File: config.mk
export PLATFORM = sky130hd
export DESIGN_NAME = exe_ctrl
export DESIGN_NICKNAME = d
export VERILOG_FILES = /design/src/rtl/exe_pkg.sv /design/src/rtl/exe_flags.sv /design/src/rtl/exe_ctrl.sv
export SDC_FILE = /design/constraint.sdc
export NUM_CORES = 1
export LEC_CHECK = 0
export CAP_MARGIN = 20
export CORE_MARGIN = 3
export CORE_UTILIZATION = 47
export DETAILED_ROUTE_END_ITERATION = 10
export GPL_ROUTABILITY_DRIVEN = 0
export MAX_ROUTING_LAYER = met4
export PLACE_DENSITY = 0.92
export SYNTH_ARGS = -nofsm -noshare
export SYNTH_HDL_FRONTEND = slang
export SYNTH_HIERARCHICAL = 1
export SYNTH_SLANG_ARGS = --single-unit
File: constraint.sdc
create_clock -name clk -period 3.5 [get_ports clk]
set_input_delay 0.35 -clock clk [delete_from_list [all_inputs] [get_ports clk]]
set_output_delay 0.35 -clock clk [all_outputs]
set_load 0.005 [all_outputs]
File: src/rtl/exe_pkg.sv
// exe_pkg: shared opcodes, FSM state type and datapath width
// for the execute-stage controller.
package exe_pkg;

    localparam int EXE_DW = 8;

    localparam logic [3:0] OP_NOP  = 4'h0;
    localparam logic [3:0] OP_ADD  = 4'h1;
    localparam logic [3:0] OP_SUB  = 4'h2;
    localparam logic [3:0] OP_NAND = 4'h3;
    localparam logic [3:0] OP_SHL  = 4'h4;
    localparam logic [3:0] OP_SHR  = 4'h5;
    localparam logic [3:0] OP_OUT  = 4'h6;
    localparam logic [3:0] OP_IN   = 4'h7;
    localparam logic [3:0] OP_MOV  = 4'h8;
    localparam logic [3:0] OP_BR   = 4'h9;
    localparam logic [3:0] OP_BRC  = 4'hA;
    localparam logic [3:0] OP_LDI  = 4'hB;

    typedef enum logic [1:0] {
        S_IDLE,
        S_EXEC,
        S_IN_WAIT,
        S_OUT_WAIT
    } state_t;

    // Ops whose ALU result is written back at the end of EXEC.
    function automatic logic is_wb_op(input logic [3:0] op);
        return (op == OP_ADD) || (op == OP_SUB) || (op == OP_NAND) ||
               (op == OP_SHL) || (op == OP_SHR) || (op == OP_MOV);
    endfunction

endpackage

File: src/rtl/exe_flags.sv
// exe_flags: Z/N flag register with per-op update rules and
// BR.Z/N condition evaluation against the current flags.
module exe_flags
    import exe_pkg::*;
#(
    parameter int DW = EXE_DW
) (
    input  logic          clk,
    input  logic          rst,
    input  logic          upd_i,
    input  logic [3:0]    op_i,
    input  logic          a_msb_i,
    input  logic          a_lsb_i,
    input  logic [DW-1:0] res_i,
    input  logic          cond_i,
    output logic          flag_z_o,
    output logic          flag_n_o,
    output logic          cond_hit_o
);

    logic z_q, z_d;
    logic n_q, n_d;

    // Next flag values: only arithmetic/logic/shift ops touch the flags.
    always_comb begin
        z_d = z_q;
        n_d = n_q;
        if (upd_i) begin
            unique case (op_i)
                OP_ADD, OP_SUB, OP_NAND: begin
                    z_d = (res_i == '0);
                    n_d = res_i[DW-1];
                end
                OP_SHL: begin
                    z_d = (res_i == '0);
                    n_d = a_msb_i;
                end
                OP_SHR: begin
                    z_d = (res_i == '0);
                    n_d = a_lsb_i;
                end
                default: ;
            endcase
        end
    end

    // Flag register.
    always_ff @(posedge clk) begin
        if (rst) begin
            z_q <= 1'b0;
            n_q <= 1'b0;
        end else begin
            z_q <= z_d;
            n_q <= n_d;
        end
    end

    assign flag_z_o   = z_q;
    assign flag_n_o   = n_q;
    assign cond_hit_o = cond_i ? n_q : z_q;

endmodule

File: src/rtl/exe_ctrl.sv
// exe_ctrl: execute-stage FSM driving the external ALU, port handshakes
// and write-back. Optional IN wait timeout: EXE_IN_TIMEOUT_EN.
module exe_ctrl
    import exe_pkg::*;
#(
    parameter int DW             = EXE_DW,
    parameter int TIMEOUT_CYCLES = 255
) (
    input  logic          clk,
    input  logic          rst,
    input  logic          in_valid,
    output logic          in_ready,
    input  logic [3:0]    in_op,
    input  logic [DW-1:0] in_a,
    input  logic [DW-1:0] in_b,
    input  logic [1:0]    in_rd,
    input  logic          in_cond,
    output logic [3:0]    alu_mode,
    output logic [DW-1:0] alu_s1,
    output logic [DW-1:0] alu_s2,
    input  logic [DW-1:0] alu_result,
    input  logic          port_in_valid,
    input  logic [DW-1:0] port_in_data,
    output logic          port_in_ack,
    output logic          port_out_valid,
    output logic [DW-1:0] port_out_data,
    input  logic          port_out_ready,
    output logic          wb_valid,
    output logic [1:0]    wb_rd,
    output logic [DW-1:0] wb_data,
    output logic          br_taken,
    output logic          flag_z,
    output logic          flag_n,
    output logic          in_timeout
);

    state_t        state_q, state_d;
    logic [3:0]    op_q, op_d;
    logic [DW-1:0] a_q, a_d;
    logic [DW-1:0] b_q, b_d;
    logic [1:0]    rd_q, rd_d;
    logic          cond_q, cond_d;
    logic          wbv_q, wbv_d;
    logic [1:0]    wbrd_q, wbrd_d;
    logic [DW-1:0] wbd_q, wbd_d;
    logic          br_q, br_d;
    logic          ack_q, ack_d;
    logic          pov_q, pov_d;
    logic [DW-1:0] pod_q, pod_d;
    logic          flag_upd;
    logic          cond_hit;
    logic          to_hit;

`ifdef EXE_IN_TIMEOUT_EN
    localparam int CNT_W = $clog2(TIMEOUT_CYCLES + 1);

    logic [CNT_W-1:0] cnt_q;
    logic             to_q;

    // Wait counter: zero outside IN_WAIT, counts idle cycles inside it.
    always_ff @(posedge clk) begin
        if (rst || state_q != S_IN_WAIT) begin
            cnt_q <= '0;
        end else if (!port_in_valid) begin
            cnt_q <= cnt_q + CNT_W'(1);
        end
    end

    // Timeout pulse; port data on the expiry cycle takes priority.
    always_ff @(posedge clk) begin
        if (rst) begin
            to_q <= 1'b0;
        end else begin
            to_q <= (state_q == S_IN_WAIT) && to_hit;
        end
    end

    assign to_hit =
        !port_in_valid && (cnt_q == CNT_W'(TIMEOUT_CYCLES - 1));
    assign in_timeout = to_q;
`else
    logic unused_timeout_cfg;

    assign unused_timeout_cfg = (TIMEOUT_CYCLES > 0);
    assign to_hit     = 1'b0;
    assign in_timeout = 1'b0;
`endif

    exe_flags #(.DW(DW)) u_flags (
        .clk        (clk),
        .rst        (rst),
        .upd_i      (flag_upd),
        .op_i       (op_q),
        .a_msb_i    (a_q[DW-1]),
        .a_lsb_i    (a_q[0]),
        .res_i      (alu_result),
        .cond_i     (cond_q),
        .flag_z_o   (flag_z),
        .flag_n_o   (flag_n),
        .cond_hit_o (cond_hit)
    );

    // Next-state, ALU drive and registered-output next values.
    always_comb begin
        state_d  = state_q;
        op_d     = op_q;
        a_d      = a_q;
        b_d      = b_q;
        rd_d     = rd_q;
        cond_d   = cond_q;
        wbv_d    = 1'b0;
        wbrd_d   = wbrd_q;
        wbd_d    = wbd_q;
        br_d     = 1'b0;
        ack_d    = 1'b0;
        pov_d    = pov_q;
        pod_d    = pod_q;
        flag_upd = 1'b0;
        alu_mode = OP_NOP;
        alu_s1   = a_q;
        alu_s2   = b_q;
        unique case (state_q)
            S_IDLE: begin
                if (in_valid) begin
                    op_d    = in_op;
                    a_d     = in_a;
                    b_d     = in_b;
                    rd_d    = in_rd;
                    cond_d  = in_cond;
                    state_d = S_EXEC;
                end
            end
            S_EXEC: begin
                alu_mode = op_q;
                flag_upd = 1'b1;
                state_d  = S_IDLE;
                if (is_wb_op(op_q)) begin
                    wbv_d  = 1'b1;
                    wbrd_d = rd_q;
                    wbd_d  = alu_result;
                end else begin
                    unique case (op_q)
                        OP_OUT: begin
                            pov_d   = 1'b1;
                            pod_d   = alu_result;
                            state_d = S_OUT_WAIT;
                        end
                        OP_IN:          state_d = S_IN_WAIT;
                        OP_BR:          br_d = 1'b1;
                        OP_BRC:         br_d = cond_hit;
                        OP_NOP, OP_LDI: ;
                        default:        ;
                    endcase
                end
            end
            S_IN_WAIT: begin
                alu_mode = OP_IN;
                alu_s1   = port_in_data;
                if (port_in_valid) begin
                    ack_d   = 1'b1;
                    wbv_d   = 1'b1;
                    wbrd_d  = rd_q;
                    wbd_d   = alu_result;
                    a_d     = port_in_data;
                    state_d = S_IDLE;
                end else if (to_hit) begin
                    state_d = S_IDLE;
                end
            end
            S_OUT_WAIT: begin
                if (port_out_ready) begin
                    pov_d   = 1'b0;
                    state_d = S_IDLE;
                end
            end
            default: state_d = S_IDLE;
        endcase
    end

    // State, operand and output registers.
    always_ff @(posedge clk) begin
        if (rst) begin
            state_q <= S_IDLE;
            op_q    <= '0;
            a_q     <= '0;
            b_q     <= '0;
            rd_q    <= '0;
            cond_q  <= 1'b0;
            wbv_q   <= 1'b0;
            wbrd_q  <= '0;
            wbd_q   <= '0;
            br_q    <= 1'b0;
            ack_q   <= 1'b0;
            pov_q   <= 1'b0;
            pod_q   <= '0;
        end else begin
            state_q <= state_d;
            op_q    <= op_d;
            a_q     <= a_d;
            b_q     <= b_d;
            rd_q    <= rd_d;
            cond_q  <= cond_d;
            wbv_q   <= wbv_d;
            wbrd_q  <= wbrd_d;
            wbd_q   <= wbd_d;
            br_q    <= br_d;
            ack_q   <= ack_d;
            pov_q   <= pov_d;
            pod_q   <= pod_d;
        end
    end

    assign in_ready       = (state_q == S_IDLE);
    assign wb_valid       = wbv_q;
    assign wb_rd          = wbrd_q;
    assign wb_data        = wbd_q;
    assign br_taken       = br_q;
    assign port_in_ack    = ack_q;
    assign port_out_valid = pov_q;
    assign port_out_data  = pod_q;

endmodule

* Word-level counts from Yosys, hierarchy flattened
Cells that the tools add are included.
** Storage, ports and cells
- Bits in registers :: 49
** Cells by class
- Equality and inequality tests :: 19
- Muxes and demuxes :: 28
- Bitwise logic cells :: 3
- Reduce and logical (&&, ||, !) cells :: 23
** Operators with widths (number)
- 8-bit two-way mux :: 5
- 8-bit case mux with 2 select lines :: 2
- 4-bit by 3-bit == test with 1-bit output (second input constant) :: 4
- 4-bit == test (second input constant) :: 3
- 2-bit two-way mux :: 6
- 2-bit inequality test (second input constant) :: 6
- 3-bit AND reduction :: 4
- 4-bit by 2-bit == test with 1-bit output (second input constant) :: 2
- 8-bit zero test :: 1
- 2-bit case mux with 2 select lines :: 2
- 2-bit case mux with 4 select lines :: 1
- 4-bit case mux with 2 select lines :: 1
- 1-bit two-way mux :: 7
- 1-bit case mux with 2 select lines :: 3
- 2-bit AND reduction :: 3
- 2-bit nonzero test :: 3
- 3-bit OR reduction :: 2
- 1-bit logical OR :: 5
- 5-bit OR reduction :: 1
- 2-bit == test (second input constant) :: 2
- 4-bit by 1-bit == test with 1-bit output (second input constant) :: 1
- 4-bit AND reduction :: 1
- 1-bit NOT :: 3
- 1-bit case mux with 3 select lines :: 1
- 4 further kinds :: 4

* Depth between registers and ports, before layout
- Depth in word-level cells :: 8
- Depth in mapped cells :: 8

* By module
The synthesis kept the hierarchy.
** Modules (own cells, without submodules)
- exe_ctrl :: instances 1, cells each 238, area each 2199.6 µm², seq. area each 940.9 µm²
- exe_flags :: instances 1, cells each 16, area each 163.9 µm², seq. area each 40.0 µm²

* Least setup slack after synthesis
No wires, ideal clock.
- Path type :: register -> register
- Start :: register state_q[0]
- End :: register a_q[5]
- Arrival time :: 1631 ps
- Data required time :: 3414 ps
- Path slack :: 1784 ps
- Stages on the path, launching flop included :: 9
- Buffers on the path :: 2
- Clock period less this slack :: 1716 ps
- Cells stage by stage :: dfxtp_1 > inv_1 > ha_1 > buf_6 > nor2b_1 > nor3_2 > buf_2 > nor2_1 > a211oi_1
** On the way
- Longest elaborated chain between the ends :: 3
- Elaborated cells on any way between the ends :: 7
- Classes of those cells :: eq/ne: 3; mux: 1; reduce/logical: 3
** RTL lines
- start: declaration :: RTL line exe_ctrl.sv:37 : state_t state_q, state_d;
- start signal: assignment :: RTL line exe_ctrl.sv:197 : state_q <= state_d;
- 2-bit == test / 2-bit zero test (equally long branches) :: RTL line exe_ctrl.sv:122 : unique case (state_q)
- 2-bit inequality test (no source line) / 2-bit nonzero test (equally long branches)
- 3-bit AND reduction (no source line)
- end signal: assignment :: RTL line exe_ctrl.sv:185 : a_q <= '0;
- end signal: assignment :: RTL line exe_ctrl.sv:199 : a_q <= a_d;
- end: declaration :: RTL line exe_ctrl.sv:39 : logic [DW-1:0] a_q, a_d;
Parallel ways exist; a longest one is shown, timed or not.
A chain may end at the register's enable or synchronous reset.

* Worst setup path after layout
- Start :: register state_q[0]
- End :: output port alu_s1[1]
** On the way
- Longest elaborated chain between the ends :: 2
** RTL lines
- 2-bit == test :: RTL line exe_ctrl.sv:122
- 8-bit two-way mux :: RTL line exe_ctrl.sv:122
- end: declaration :: RTL line exe_ctrl.sv:19 : output logic [DW-1:0] alu_s1,
No other way between the ends.

==> reports/qor.csv <==
stage,metric,value,unit
outcome,outcome,"complete, no violations",
final_layout,fin_nets,381,
timing,fin_setup_tns,0,ps
floorplan,die_x,76.9,um
power_and_ir_drop,p_leak,1.19,nW
cts,cts_resized,0,
power_and_ir_drop,p_comb_share,21.4,%
synth,synth.distinct_cells,39,
synth,synth_nets,303,
floorplan,start_util,49.4,%
critical_path,max_stage_delay,870,ps
timing,maxSlewHeadroom,30.8,%
power_and_ir_drop,clkPwrFrac,27.5,%
floorplan,fp.dieArea,5920,um2
timing,worst_pin_slew,1040,ps
job,maxCapViolations,0,
synth,syn_inst,254,
cts,cts_setup_buffers,0,
critical_path,endpoint_kind,output pin,
routing,vias_per_cell,5.05,
critical_path,cp.required,3150,ps
critical_path,worstRegToRegCells,6,
floorplan,coreArea,4790,um2
power_and_ir_drop,peakVddDrop,197,uV
synth,seq_area_frac_synth,41.5,%
routing,drt-total-wl,5380,um
timing,rsz0062_at_grt,false,
floorplan,rows,25,
global_routing,grt_max_degree,60,
floorplan,ios,90,
timing,fmax,0.350,GHz
placed_design,place_hpwl,4000,um
power_and_ir_drop,p_switching,0.307,mW
cts,cts_tree,yes,
final_layout,final.fill_count,394,
timing,skew,6.63,ps
critical_path,crit_buf_inv,2,
cts,cts_buffers,5,
critical_path,crit_cells,4,
synth,ys.flop_type,dfxtp_1,
critical_path,criticalPathCategory,register to output pin,
critical_path,crit_arrival,2510,ps
synth,async_flop_share,0,%
synth,ys_seq_elements,49,
timing,setup_viol,0,
timing,hold_violations,0,
cts,htreeDepth,2,
global_routing,grt_pass1_vias,1890,
routing,drc,0,
routing,vias,2014,
cts,cts_root_buf,clkbuf_8,
routing,antenna_left,0,
final_layout,areaGrowthSynthToFinish,39.7,%
critical_path,cp_slowest_cell,ha_1,
synth,synthesis.area,2360,um2
cts,cts_sinks,49,
power_and_ir_drop,seq_power_share,51.1,%
cts,holdBufCountCts,0,
placed_design,dp_cells,392,
global_routing,track_usage,18.9,%
global_routing,antenna_found_initial,0,
placed_design,portBuffers,88,
global_routing,grt_pass1_wl,8900,um
cts,clock_path_buffers,2,
power_and_ir_drop,cell_internal_pwr,0.903,mW
timing,finalWorstPathRequiredPeriod,2860,ps
cts,clk_latency,300,ps
routing,first_pass_iters,4,
min_path,min_path_cells,2,
routing,drt_iter0_drc,85,
power_and_ir_drop,p_sw_share,25.4,%
floorplan,dieHeight,76.9,um
critical_path,start_kind,register,
routing,wl_per_cell,13.5,um
synth,yosysWarnings,6,
critical_path,cp_top_family,adder cells,
power_and_ir_drop,powerDensity,367,nW/um2
global_routing,grt-ovfl-total,0,
synth,syn_avg_cell_area,9.31,um2
min_path,hp-class,register to register,
final_layout,diodes,0,
timing,period_share,81.7,%
cts,clkSlewWorstSetupHoldPaths,80,ps
timing,hold_slack,451,ps
critical_path,worstPathCellList,"inv_1, ha_1, mux2_2, clkdlybuf4s50_1",
timing,finalMaxSlewViolations,0,
final_layout,stdcell_count,399,
synth,synth_edf_count,0,
final_layout,layout-drive-gt1-share,7.83,%
critical_path,cp_max_fo,24,
[sequential cells by signal, summed over array words and instances (netlist names)]
name	flops
u_flags/flag_z_o	1
wb_data	8
a_q	8
port_in_ack	1
wb_rd	2
port_out_valid	1
cond_q	1
state_q	2
u_flags/flag_n_o	1
wb_valid	1
rd_q	2
op_q	4
port_out_data	8
br_taken	1
alu_s2	8
[layout make-up]
class | count | area [um2] | area share [%]
well taps | 67 | 83.8 | 2.54
clock buffers | 7 | 86.3 | 2.62
repair buffers | 88 | 876 | 26.5
multi-input cells | 182 | 1250 | 37.9
inverters | 6 | 22.5 | 0.682
flip-flops and latches | 49 | 981 | 29.7
[routing by layer]
metal  GRT usage, %  up-vias  wire, um
li1               -     1017         -
met1           23.9      921      2530
met2           30.1       73      2470
met3           5.16        3       346
met4           4.17        0        40
met5              -        -         0
[kinds of logic after synthesis]
logic type                 count (synthesis)  share of synthesized area (%)
and+or+nand+nor                           99                           21.7
muxes                                     39                           17.3
other                                      1                          0.159
buffers and inverters                     23                           5.56
adders and majority gates                  5                           2.65
DFF                                       49                           41.5
AOI/OAI and AO/OA                         38                           11.1
[stage by stage]
step	area [um2]	power [mW]	utilization (%)	setup slack [ps]
floorplan	2360	0.769	-	1780
global placement	3210	0.883	67.2	1060
detailed placement	3210	0.892	67.2	924
CTS	3300	1.22	69.0	623
global route	3300	1.27	69.0	486
finish	3300	1.21	69.0	640
[power by group through the flow]
stage               combinational (mW)  clock [mW]  sequential, mW
finish                           0.259       0.332           0.618
global route                     0.284       0.362           0.624
CTS                              0.262       0.341           0.618
detailed placement               0.261           0           0.631
global placement                 0.253           0           0.630
floorplan                        0.144           0           0.625
[cells in the mapped netlist, types with 6 or more instances]
library cell  count  area share [%]
mux2i_1          27              11
or2b_1           10             3.2
inv_1             6            0.95
clkbuf_1         10             1.6
nand2_1          35             5.6
nand2b_1         11             2.9
dfxtp_1          49              42
a211oi_1          9             2.9
nor2_1           20             3.2
mux2_2           11             5.2
a21oi_1          21             4.4
[worst min-delay path, cell delays in order, from the launching register on]
cell	delay [ps]
dfxtp_1	310
nand2_1	50
a21oi_1	50
[path summary, 6_finish.rpt]
path / startpoint / to / slack (ps)
max: state_q[0] / alu_s1[1] / 640
min: rd_q[1] / rd_q[1] / 450
min reg2reg: rd_q[1] / rd_q[1] / 450
max reg2reg: state_q[0] / a_q[0] / 920
[cells in the final DEF, fill, tap and decap left out, types with 3 or more instances in the layout]
master / instances
or2b_1: 10
nand2b_1: 11
nor3_1: 3
clkbuf_8: 6
mux2i_1: 27
mux2_2: 11
nor2b_1: 5
o21ai_0: 3
ha_1: 5
nand2_1: 35
nor4_1: 3
inv_1: 6
a21oi_1: 21
clkdlybuf4s50_1: 87
nor2_1: 20
dfxtp_1: 49
a211oi_1: 9
Note: power is estimated with default switching activity, not from simulation.
